--- config.mk ---
export PLATFORM = sky130hd
export DESIGN_NAME = trdb_d5m_sensor_emulator
export DESIGN_NICKNAME = d
export VERILOG_FILES = /design/src/rtl/trdb_d5m_sensor_emulator_pkg.sv /design/src/rtl/trdb_d5m_sensor_emulator_patgen.sv /design/src/rtl/trdb_d5m_sensor_emulator.sv
export SDC_FILE = /design/constraint.sdc
export NUM_CORES = 1
export LEC_CHECK = 0
export ABC_AREA = 1
export BUFFER_PORTS_ARGS = -buffer_cell sky130_fd_sc_hd__buf_2
export CAP_MARGIN = 20
export CORE_ASPECT_RATIO = 1.4
export CORE_UTILIZATION = 40
export DETAILED_ROUTE_END_ITERATION = 10
export GPL_TIMING_DRIVEN = 0
export RECOVER_POWER = 100
export SLEW_MARGIN = 20
export SYNTH_ARGS = -nofsm -noshare
export SYNTH_HDL_FRONTEND = slang
export SYNTH_HIERARCHICAL = 1
export SYNTH_SLANG_ARGS = --single-unit
--- constraint.sdc ---
create_clock -name piul1Clock -period 2.1 [get_ports piul1Clock]
set_clock_uncertainty 0.05 [all_clocks]
set_input_delay 0.42 -clock piul1Clock [delete_from_list [all_inputs] [get_ports piul1Clock]]
set_output_delay 0.42 -clock piul1Clock [all_outputs]
set_load 0.005 [all_outputs]
--- src/rtl/trdb_d5m_sensor_emulator_pkg.sv ---
// Shared types for the TRDB-D5M sensor emulator.
// States, pattern codes, pixel width and counter sizing.
package tPTRDB_D5M_Emu;

  localparam int PIX_W = 12;

  typedef enum logic [2:0] {
    IDLE,
    P1,
    LINE,
    HBLANK,
    P2,
    VBLANK
  } stateT;

  typedef enum logic [1:0] {
    COL_RAMP,
    ROW_RAMP,
    CHECKER,
    FRAME_TAG
  } patternT;

  function automatic int cntW(input int n);
    return (n > 1) ? $clog2(n) : 1;
  endfunction

  function automatic int maxW(input int a, input int b);
    return (a > b) ? a : b;
  endfunction

endpackage

--- src/rtl/trdb_d5m_sensor_emulator_patgen.sv ---
// Combinational test-pattern select for the sensor emulator.
// Output is registered by the top-level FSM stage.
module tMD5MPatternGen
  import tPTRDB_D5M_Emu::*;
(
  input  logic [PIX_W-1:0] col,
  input  logic [PIX_W-1:0] row,
  input  logic [3:0]       frame,
  input  patternT          pattern,
  output logic [PIX_W-1:0] pixel
);

  always_comb begin
    pixel = '0;
    unique case (pattern)
      COL_RAMP:  pixel = col;
      ROW_RAMP:  pixel = row;
      CHECKER:   pixel = (col[3] ^ row[3]) ? 12'hFFF : 12'h000;
      FRAME_TAG: pixel = {frame, col[7:0]};
      default:   pixel = '0;
    endcase
  end

endmodule

--- src/rtl/trdb_d5m_sensor_emulator.sv ---
// TRDB-D5M sensor emulator: FVAL/LVAL/Bayer pixel stream generator.
// Config: TRDB_D5M_EMU_SNAPSHOT_EN enables snapshot (triggered) frames.
module trdb_d5m_sensor_emulator
  import tPTRDB_D5M_Emu::*;
#(
  parameter int ACTIVE_COLS = 640,
  parameter int ACTIVE_ROWS = 480,
  parameter int HBLANK_CC   = 16,
  parameter int P1_CC       = 8,
  parameter int P2_CC       = 8,
  parameter int VBLANK_CC   = 64
) (
  input  logic             piul1Clock,
  input  logic             piul1Reset_n,
  input  logic             piul1Enable,
  input  logic [1:0]       piul2Pattern,
  input  logic             piul1SnapshotMode,
  input  logic             piul1SnapshotTrigger,
  output logic             poul1FrameValid,
  output logic             poul1LineValid,
  output logic [PIX_W-1:0] poul12PixelData,
  output logic             poul1SnapshotStrobe,
  output logic [15:0]      poul16FrameCount
);

  localparam int CW  = cntW(ACTIVE_COLS);
  localparam int RW  = cntW(ACTIVE_ROWS);
  localparam int PWa = maxW(cntW(P1_CC), cntW(P2_CC));
  localparam int PWb = maxW(cntW(HBLANK_CC), cntW(VBLANK_CC));
  localparam int PW  = maxW(PWa, PWb);

  stateT           state;
  stateT           nxt;
  logic [CW-1:0]   col;
  logic [RW-1:0]   row;
  logic [PW-1:0]   phase;
  patternT         patLat;
  logic            snapFrame;
  logic            start;
  logic            modeIn;
  logic            lastPh;
  logic            entryP1;
  logic [PIX_W-1:0] pix;
  logic            fvalD;
  logic            lvalD;
  logic            strobeD;
  logic [PIX_W-1:0] dataD;

  assign entryP1 = (nxt == P1) && (state != P1);

`ifdef TRDB_D5M_EMU_SNAPSHOT_EN
  logic trigQ;
  logic pending;

  always_ff @(posedge piul1Clock or negedge piul1Reset_n) begin
    if (!piul1Reset_n) begin
      trigQ   <= 1'b0;
      pending <= 1'b0;
    end else begin
      trigQ <= piul1SnapshotTrigger;
      if (entryP1)
        pending <= 1'b0;
      else if (piul1SnapshotTrigger && !trigQ)
        pending <= 1'b1;
    end
  end

  assign start  = piul1Enable && (!piul1SnapshotMode || pending);
  assign modeIn = piul1SnapshotMode;
`else
  logic unusedSnap;
  assign unusedSnap = piul1SnapshotMode ^ piul1SnapshotTrigger;
  assign start      = piul1Enable;
  assign modeIn     = 1'b0;
`endif

  always_comb begin
    lastPh = 1'b0;
    unique case (state)
      P1:      lastPh = (phase == PW'(P1_CC - 1));
      HBLANK:  lastPh = (phase == PW'(HBLANK_CC - 1));
      P2:      lastPh = (phase == PW'(P2_CC - 1));
      VBLANK:  lastPh = (phase == PW'(VBLANK_CC - 1));
      default: lastPh = 1'b0;
    endcase
  end

  always_ff @(posedge piul1Clock or negedge piul1Reset_n) begin
    if (!piul1Reset_n) state <= IDLE;
    else               state <= nxt;
  end

  always_comb begin
    nxt = state;
    unique case (state)
      IDLE:   if (start) nxt = P1;
      P1:     if (lastPh) nxt = LINE;
      LINE:
        if (col == CW'(ACTIVE_COLS - 1))
          nxt = (row == RW'(ACTIVE_ROWS - 1)) ? P2 : HBLANK;
      HBLANK: if (lastPh) nxt = LINE;
      P2:     if (lastPh) nxt = VBLANK;
      VBLANK: if (lastPh) nxt = start ? P1 : IDLE;
      default: nxt = IDLE;
    endcase
  end

  always_ff @(posedge piul1Clock or negedge piul1Reset_n) begin
    if (!piul1Reset_n) begin
      phase     <= '0;
      col       <= '0;
      row       <= '0;
      patLat    <= COL_RAMP;
      snapFrame <= 1'b0;
    end else begin
      if (nxt != state)
        phase <= '0;
      else if (state != IDLE && state != LINE)
        phase <= phase + 1'b1;
      if (state == LINE)
        col <= (col == CW'(ACTIVE_COLS - 1)) ? '0 : col + 1'b1;
      if (state == P1)
        row <= '0;
      else if (state == HBLANK && nxt == LINE)
        row <= row + 1'b1;
      if (entryP1) begin
        patLat    <= patternT'(piul2Pattern);
        snapFrame <= modeIn;
      end
    end
  end

  tMD5MPatternGen uPatGen (
    .col     (PIX_W'(col)),
    .row     (PIX_W'(row)),
    .frame   (poul16FrameCount[3:0]),
    .pattern (patLat),
    .pixel   (pix)
  );

  always_comb begin
    fvalD   = (state == P1) || (state == LINE) ||
              (state == HBLANK) || (state == P2);
    lvalD   = (state == LINE);
    dataD   = lvalD ? pix : '0;
    strobeD = fvalD && snapFrame;
  end

  // Outputs lag the state by one edge; the frame count steps on the FVAL fall.
  always_ff @(posedge piul1Clock or negedge piul1Reset_n) begin
    if (!piul1Reset_n) begin
      poul1FrameValid     <= 1'b0;
      poul1LineValid      <= 1'b0;
      poul12PixelData     <= '0;
      poul1SnapshotStrobe <= 1'b0;
      poul16FrameCount    <= '0;
    end else begin
      poul1FrameValid     <= fvalD;
      poul1LineValid      <= lvalD;
      poul12PixelData     <= dataD;
      poul1SnapshotStrobe <= strobeD;
      if (poul1FrameValid && !fvalD)
        poul16FrameCount <= poul16FrameCount + 16'd1;
    end
  end

endmodule

==> results.sh, run 1 <==
export IMPL_fin_crit_sh_pct=93.1
export IMPL_fmax_mhz=512
export IMPL_cts_max_level=3
export IMPL_cpPeakStageDelay_ns=0.56
export IMPL_grt_pass1_wl_mm=11.9
export IMPL_gp_congestion=0.839
export IMPL_synth_edf_count=0
export IMPL_vias=2755
export IMPL_layout_common_cells="102 x nand2_1, 59 x dfrtp_1, 42 x inv_1"
export IMPL_finalSetupViolations=0
export IMPL_worstPathArrival_ns=2.12
export IMPL_async_reset_ff_share_pct=100
export IMPL_hpwl_mm=5.18
export IMPL_utilization_pct=49.3
export IMPL_fin_ws_ns=0.146
export IMPL_grt_pass1_vias=2805
export IMPL_worst_path_max_delay_cell="dfrtp_1"
export IMPL_clk_pin_slew_worst_paths_ns=0.05
export IMPL_io_buffers=34
export IMPL_row_count=39
export IMPL_diodes=0
export IMPL_outcome="complete, no violations"
export IMPL_wl_per_cell_um=12.5
export IMPL_hold_viol_final=0
export IMPL_powerDensity_mw_per_mm2=648
export IMPL_hp_class="input pin to flip-flop"
export IMPL_ys_ff_latch=60
export IMPL_endpoint_kind="flip-flop"
export IMPL_slew_headroom_pct=2.18
export IMPL_ys_warnings_count=6
export IMPL_die_w_um=80
export IMPL_synth_ff_type="dfrtp_1"
export IMPL_max_slew_worst_pin_slew_ns=1.47
export IMPL_core_mm2=0.00820
export IMPL_clk_latency_ns=0.33
export IMPL_fill_cells=817
export IMPL_final_layout_size_suffix_gt1_share_pct=20.8
export IMPL_dieArea_mm2=0.00890
export IMPL_drt_iter0_markers=94
export IMPL_cts_sinks=60
export IMPL_gr_total_overflow=0
export IMPL_period_needed_ns=1.95
export IMPL_cts_buffer_depth=2
export IMPL_cts_root_buf="clkbuf_16"
export IMPL_r2r_setup_slack_ns=0.15
export IMPL_grt_max_degree=61
export IMPL_yosys_cell_types_count=36
export IMPL_antenna_left=0
export IMPL_synth_area_leaders="dfrtp_1 44%, nand2_1 11%, nand3_1 5.9%"
export IMPL_start_util_pct=41.6
export IMPL_startpoint_type="flip-flop"
export IMPL_firstDrtPassIters=4
export IMPL_synth_area_mm2=0.00341
export IMPL_wirelength_mm=7.19
export IMPL_die_height_um=111
export IMPL_ys_seq_area_share_pct=44.1
export IMPL_drc=0
export IMPL_ir_drop_v=0.000453
export IMPL_cp_required_ns=2.26
export IMPL_cts_tree="built"
export IMPL_synth_top_area_cell="dfrtp_1"
export IMPL_path_cells="nor2_1 -> nor2_2 -> nand3_4 -> nor3_4 -> nand2_2 -> nor2_4 -> nand2_1 -> xor2_1"
export IMPL_final_nets=478
export IMPL_synthToLayoutAreaGrowth_pct=18.7
export IMPL_leakagePower_nw=2.09
export IMPL_whs_ns=0.283
export IMPL_cts_buffers=9
export IMPL_worstSetupPathType="flip-flop to flip-flop"
export IMPL_drv_cap=0
export IMPL_slew_viol_final=0
export IMPL_multiInputGateArea_mm2=0.00168
export IMPL_grtUsageTotal_pct=17.5
export IMPL_synth_top_area_share_pct=44.1
export IMPL_layout_commonest_cell="nand2_1"
export IMPL_io_pins=38
export IMPL_path_max_fanout=7
export IMPL_routed_via_density=4.80
export IMPL_netlist_instances=412
export IMPL_place_ws_ns=0.108
export IMPL_antenna_found_initial=0
export IMPL_area_sequential_mm2=0.00150
export IMPL_synth_avg_cell_area_um2=8.27
-- state kept, by name, summed over array words and instances (netlist names) --
register / count
patLat: 2
poul1LineValid: 1
row: 9
poul16FrameCount: 16
state: 3
poul1FrameValid: 1
phase: 6
col: 10
poul12PixelData: 12
-- stage by stage --
stage	power [mW]	area, um^2	cells	setup TNS, ns
2_1_floorplan	1.19	3430	417	0
3_3_place_gp	1.22	3720	553	0
3_5_place_dp	1.22	3730	553	0
4_1_cts	2.64	4010	569	0
5_1_grt	2.70	4040	574	-0.0108
6_report	2.62	4040	574	0
-- what timing repair did --
item,4_1_cts,5_1_grt
resized for setup,0,4
hold buffers,0,0
setup buffers,0,5
endpoints found under the setup margin,0,12
-- cells in the mapped netlist (2+ instances only) --
cell / count
nand2_1: 102
dfrtp_1: 60
inv_1: 42
nor2_1: 41
nand3_1: 40
xor2_1: 21
nand4_1: 18
nand2_2: 11
nor2_2: 11
xnor2_1: 11
inv_2: 8
nor2_4: 6
ha_1: 4
o21ai_0: 4
buf_4: 3
buf_6: 3
nand2_4: 3
nand3_4: 3
nor3_1: 3
nand3_2: 2
-- layer usage --
| metal | vias to the layer above | share of wire (%) | wire, um | global-route usage (%) |
|---|---|---|---|---|
| li1 | 1403 | - | - | - |
| met1 | 1297 | 41 | 2920 | 17.6 |
| met2 | 43 | 54 | 3890 | 32.1 |
| met3 | 12 | 3.3 | 234 | 2.55 |
| met4 | 0 | 2.1 | 149 | 11.4 |
| met5 | - | 0 | 0 | 0 |
-- final cells by class --
class | instances | area share (%)
multi-input cells | 298 | 41.6
clock buffers | 11 | 5.75
flip-flops and latches | 60 | 37.2
repair buffers | 39 | 4.67
plain buffers | 9 | 1.70
well taps | 102 | 3.16
inverters | 50 | 4.64
clock inverters | 5 | 1.30
-- critical path: cells and delay by family, from the launching register on --
kind                      cells  cell delay [ns]
and+or+nand+nor               7             1.08
DFF                           1             0.56
xor gates and xnor gates      1             0.14
-- logic make-up after synthesis --
family,share of synthesized area (%)
AO/OA/AOI/OAI,1.29
XOR/XNOR,8.23
adder cells (fa/ha/maj),1.47
buffers and inverters,7.53
flip-flops,44.1
multiplexers,0.624
other,0.110
AND/OR/NAND/NOR,36.7
-- worst paths after layout --
check / start / to / cells past startpoint
worst max-delay path: state[2] / poul16FrameCount[14] / 8
worst min-delay path: piul2Pattern[0] / patLat[0] / 3
worst max register to register: state[2] / poul16FrameCount[14] / 8
worst min register to register: poul16FrameCount[15] / poul16FrameCount[15] / 1
max in group asynchronous: piul1Reset_n / row[0] / 1
min in group asynchronous: piul1Reset_n / poul16FrameCount[9] / 1
-- power breakdown --
part	switching, mW	total, mW	internal, mW
logic	0.0271	0.0341	0.00706
clock network	0.515	1.43	0.911
registers	0.000440	1.16	1.16
Note: power is estimated with default switching activity, not from simulation.
==> inputs of run 2 (changes only) <==
CELL_PAD_IN_SITES_DETAIL_PLACEMENT = 0   (was not set)
CELL_PAD_IN_SITES_GLOBAL_PLACEMENT = 1   (was not set)
CORE_MARGIN = 2   (was not set)
PLACE_DENSITY_LB_ADDON = 0.1   (was not set)
SLEW_MARGIN = not set   (was 20)
==> run 2 against run 1 <==
Hold slack gained 0.0070 ns. Die area grew 4.3%. Sequential power is essentially flat. Sequential share of layout area shrank 0.41 points. First-iteration DRC count grew 35%. Routed wire length grew 0.19%. Global-route usage shrank 0.28 points. Largest power group unchanged. Clock-buffer cell count grew 2. Critical path type unchanged. Design area grew 1.2%. Clock power is essentially flat. Utilization grew 0.60 points. Via count shrank 2.4%.
==> results.sh, run 2 (synthesis gave the netlist of run 1 again) <==
export IMPL_wl_met2_mm=3.50
export IMPL_wl_met3_um=263
export IMPL_outcome="complete, no violations"
export IMPL_drv_cap=0
export IMPL_hp_class="input pin to flip-flop"
export IMPL_grt_setup_unrepaired="no"
export IMPL_grtUsageTotal_pct=17.2
export IMPL_die_height_um=113
export IMPL_grt_pass1_vias=2609
export IMPL_grt_pass1_wl_mm=12.2
export IMPL_fin_ws_ns=0.180
export IMPL_startpoint_type="flip-flop"
export IMPL_gp_congestion=0.756
export IMPL_reg2reg_from="state[0]"
export IMPL_cts_root_buf="clkbuf_16"
export IMPL_cts_tree="built"
export IMPL_cp_startpoint="state[0]"
export IMPL_antenna_found_initial=0
export IMPL_cts_sinks=60
export IMPL_cp_required_ns=2.25
export IMPL_start_util_pct=41.6
export IMPL_cts_buffer_depth=2
export IMPL_top_layer="met4"
export IMPL_endpoint_kind="flip-flop"
export IMPL_clk_pin_slew_worst_paths_ns=0.05
export IMPL_leakagePower_nw=2.12
export IMPL_die_w_um=82
export IMPL_clk_latency_ns=0.32
export IMPL_dp_cells=554
export IMPL_fin_crit_sh_pct=91.4
export IMPL_gr_total_overflow=0
export IMPL_fmax_mhz=521
export IMPL_slew_headroom_pct=16.0
export IMPL_grt_max_degree=40
export IMPL_wl_per_cell_um=12.5
export IMPL_layout_cells_non_filler=578
export IMPL_slew_viol_final=0
export IMPL_fill_cells=818
export IMPL_drt_iter0_markers=127
export IMPL_place_ws_ns=0.103
export IMPL_period_needed_ns=1.92
export IMPL_io_pins=38
export IMPL_hpwl_mm=5.31
export IMPL_layout_commonest_cell="nand2_1"
export IMPL_firstDrtPassIters=4
export IMPL_vias=2690
export IMPL_synthToLayoutAreaGrowth_pct=20.1
export IMPL_drc=0
export IMPL_io_buffers=34
export IMPL_max_slew_worst_pin_slew_ns=1.26
export IMPL_finalSetupTns_ns=0
export IMPL_powerDensity_mw_per_mm2=639
export IMPL_min_from="piul2Pattern[1]"
export IMPL_path_max_fanout=8
export IMPL_wirelength_mm=7.20
export IMPL_core_mm2=0.00820
export IMPL_cts_max_level=3
export IMPL_row_count=39
export IMPL_m1WireLength_mm=3.27
export IMPL_top_register="poul16FrameCount"
export IMPL_layout_common_cells="101 x nand2_1, 58 x dfrtp_1, 42 x inv_1"
export IMPL_diodes=0
export IMPL_final_layout_size_suffix_gt1_share_pct=21.0
export IMPL_finalSetupViolations=0
export IMPL_worstPathArrival_ns=2.07
export IMPL_final_nets=483
export IMPL_largest_reg_flops=16
export IMPL_worstSetupPathType="flip-flop to flip-flop"
export IMPL_final_area_mm2=0.00409
export IMPL_dieArea_mm2=0.00928
export IMPL_place_area_mm2=0.00374
export IMPL_antenna_left=0
export IMPL_ir_drop_v=0.000397
export IMPL_cts_buffers=9
export IMPL_hold_viol_final=0
export IMPL_largestRegisters="poul16FrameCount x16, poul12PixelData x12, col x10"
export IMPL_routed_via_density=4.65
==> run 2: cell types whose count changed in the layout (fill, tap and decap cells not counted), moves of 2 or more <==
cell,before,now
clkbuf_1,18,23
clkinv_2,3,1
buf_4,8,10
buf_2,19,16
clkbuf_4,0,2
==> run 2: metal layers <==
metal,up-vias,global-route usage [%]
met5,-,0
met4,0,7.89
met3,15,3.91
met2,51,27.8
met1,1216,21.4
li1,1408,-
==> run 2: final timing paths <==
kind                            slack, ns              endpoint  depth (start not counted)
worst max-delay path                 0.18  poul16FrameCount[14]                         10
worst min-delay path                 0.29             patLat[1]                          3
worst max register to register       0.18  poul16FrameCount[14]                         10
worst min register to register       0.42  poul16FrameCount[15]                          1
max in group asynchronous            0.86              state[2]                          1
min in group asynchronous            0.30   poul16FrameCount[8]                          1
==> run 2: cell type report <==
class                   count  area (um^2)  share of cell area [%]
multi-input cells         298         1690                    41.2
clock buffers              13          250                    6.11
repair buffers             44          234                    5.72
plain buffers               9         68.8                    1.68
clock inverters             2         35.0                   0.856
inverters                  50          188                    4.59
flip-flops and latches     60         1500                    36.7
well taps                 102          128                    3.12
==> run 2: report_power, final <==
| group | switching (mW) | internal, mW |
|---|---|---|
| clock | 0.475 | 0.941 |
| sequential | 0.000602 | 1.16 |
| combinational | 0.0289 | 0.0105 |
| total | 0.504 | 2.11 |
==> run 2: critical path, stage by stage (launching register included) <==
cell and delay [ns]:
dfrtp_1 0.36, buf_4 0.17, inv_1 0.11, nor2_2 0.09, nor2_2 0.16, nand3_4 0.14
nor3_4 0.26, nand2_2 0.11, nor2_4 0.12, nand2_1 0.08, xor2_1 0.15
==> run 2: stage by stage <==
stage                     power, mW  hold slack, ns  utilization (%)
after floorplan                1.19          0.0744                -
after global placement         1.22           0.407             45.4
after detailed placement       1.22           0.393             45.7
after CTS                      2.67          0.0416             49.1
after global routing           2.72           0.319             49.9
final                          2.62           0.290             49.9
==> run 2: repair_timing <==
| action | 4_1_cts | 5_1_grt |
|---|---|---|
| hold buffers | 0 | 0 |
| resized for setup | 0 | 7 |
| endpoints found under the setup margin | 0 | 18 |
| buffers inserted | 0 | 9 |
==> inputs of run 3 (changes only) <==
clock period = 2.5 ns   (was 2.1 ns; I/O delays follow)
==> run 3 against run 2 <==
Routed wire length is 0.97% lower. Highest routed layer unchanged. Largest power group unchanged. Sequential share of layout area is 1.2 points higher. Clock power shrank 16%.
==> results.sh, run 3 (synthesis gave the netlist of run 1 again) <==
export IMPL_cts_tree="built"
export IMPL_io_buffers=34
export IMPL_postCtsResizedCells=0
export IMPL_endpoint_kind="flip-flop"
export IMPL_combPwrFrac_pct=1.5
export IMPL_ir_drop_v=0.000335
export IMPL_startpoint_type="flip-flop"
export IMPL_drc=0
export IMPL_row_count=39
export IMPL_cts_sinks=60
export IMPL_cts_root_buf="clkbuf_16"
export IMPL_hold_viol_final=0
export IMPL_final_nets=474
export IMPL_p_sw_mw=0.425
export IMPL_grt_pass1_wl_mm=12.2
export IMPL_hp_class="input pin to flip-flop"
export IMPL_final_layout_size_suffix_gt1_share_pct=15.4
export IMPL_hold_buffers=0
export IMPL_die_height_um=113
export IMPL_antenna_found_initial=0
export IMPL_layout_commonest_cell="nand2_1"
export IMPL_vias=2673
export IMPL_outcome="complete, no violations"
export IMPL_leakagePower_nw=2.07
export IMPL_period_needed_ns=2.09
export IMPL_synthToLayoutAreaGrowth_pct=16.2
export IMPL_cts_buffers=9
export IMPL_largest_reg_flops=16
export IMPL_worstSetupPathType="flip-flop to flip-flop"
export IMPL_core_mm2=0.00820
export IMPL_cts_buffer_depth=2
export IMPL_wl_per_cell_um=12.5
export IMPL_cp_required_ns=2.65
export IMPL_drt_iter0_markers=131
export IMPL_switching_share_pct=19.3
export IMPL_path_max_fanout=7
export IMPL_grt_setup_unrepaired="no"
export IMPL_slew_viol_final=0
export IMPL_clk_pin_slew_worst_paths_ns=0.05
export IMPL_clk_latency_ns=0.32
export IMPL_largestRegisters="poul16FrameCount x16, poul12PixelData x12, col x10"
export IMPL_top_register="poul16FrameCount"
export IMPL_die_w_um=82
export IMPL_pwr_share_seq_pct=44.4
export IMPL_io_pins=38
export IMPL_finalSetupTns_ns=0
export IMPL_firstDrtPassIters=5
export IMPL_max_slew_worst_pin_slew_ns=1.26
export IMPL_p_int_mw=1.77
export IMPL_finalSetupViolations=0
export IMPL_gr_total_overflow=0
export IMPL_drv_cap=0
export IMPL_gp_congestion=0.756
export IMPL_postCtsSetupBuffers=0
export IMPL_slew_headroom_pct=16.3
export IMPL_routed_via_density=4.70
export IMPL_diodes=0
export IMPL_antenna_left=0
export IMPL_cts_max_level=3
export IMPL_wirelength_mm=7.13
export IMPL_fin_crit_sh_pct=83.6
export IMPL_fmax_mhz=478
export IMPL_layout_common_cells="108 x nand2_1, 60 x dfrtp_1, 48 x nor2_1"
export IMPL_clockPowerShare_pct=54.1
export IMPL_dieArea_mm2=0.00928
export IMPL_powerDensity_mw_per_mm2=556
export IMPL_hpwl_mm=5.31
export IMPL_start_util_pct=41.6
export IMPL_whs_ns=0.370
export IMPL_grtUsageTotal_pct=17.2
export IMPL_grt_max_degree=40
export IMPL_worstPathArrival_ns=2.24
export IMPL_grt_pass1_vias=2609
[run 3: cell count changes in the layout (fill, tap and decap cells not counted), moves of 2 or more]
cell	previous run	this run
buf_4	10	3
clkbuf_4	2	0
dfrtp_1	58	60
dfrtp_2	2	0
ha_1	2	4
ha_2	2	0
nand2_1	101	108
nand2_2	12	6
nor2_1	40	48
nor2_2	12	6
nor2_4	6	4
[run 3: final cells by class]
| type | instances | area [um^2] |
|---|---|---|
| Fill cell | 833 | 4240 |
| Sequential cell | 60 | 1500 |
| Tap cell | 102 | 128 |
| Clock inverter | 2 | 35.0 |
| Multi-Input combinational cell | 298 | 1620 |
| Inverter | 50 | 188 |
| Buffer | 9 | 68.8 |
| Clock buffer | 13 | 250 |
| Timing Repair Buffer | 35 | 166 |
[run 3: path summary, 6_finish.rpt]
kind | start | end | slack [ns] | depth (start not counted)
min reg2reg | poul16FrameCount[15] | poul16FrameCount[15] | 0.42 | 1
min in group asynchronous | piul1Reset_n | poul16FrameCount[8] | 0.38 | 1
max | state[2] | poul16FrameCount[14] | 0.41 | 10
min | piul2Pattern[1] | patLat[1] | 0.37 | 3
max reg2reg | state[2] | poul16FrameCount[14] | 0.41 | 10
max in group asynchronous | piul1Reset_n | row[8] | 1.20 | 2
[run 3: critical path, stage by stage (launching register included)]
cell     delay [ns]
dfrtp_1        0.52
nor2_4         0.11
inv_2          0.09
nor2_1         0.09
nor2_1         0.23
nand3_4        0.17
nor3_4         0.20
nand2_1        0.15
nor2_4         0.13
nand2_1        0.08
xor2_1         0.15
[run 3: stage by stage]
step	total power [mW]	util, %	setup WS (ns)	cell area (um^2)	std cells
after floorplan	0.997	-	0.755	3430	417
after global placement	1.02	45.4	0.515	3720	553
after CTS	2.24	49.1	0.496	4030	569
after detailed placement	1.03	45.7	0.503	3740	554
final	2.20	48.3	0.409	3960	569
after global routing	2.28	48.3	0.166	3960	569
[run 3: layer usage]
layer  up-vias  routed length, um  track usage [%]
met5         -                  0                0
met4         0                142             7.89
met3        13                275             3.91
met2        51               3470             27.8
met1      1214               3240             21.4
li1       1395                  -                -
[run 3: power groups by stage]
stage / registers, mW / logic [mW] / clock network [mW]
after floorplan: 0.991 / 0.00521 / 0
after CTS: 0.974 / 0.0358 / 1.23
after global placement: 0.991 / 0.0311 / 0
after detailed placement: 0.991 / 0.0357 / 0
final: 0.975 / 0.0332 / 1.19
after global routing: 0.974 / 0.0406 / 1.27
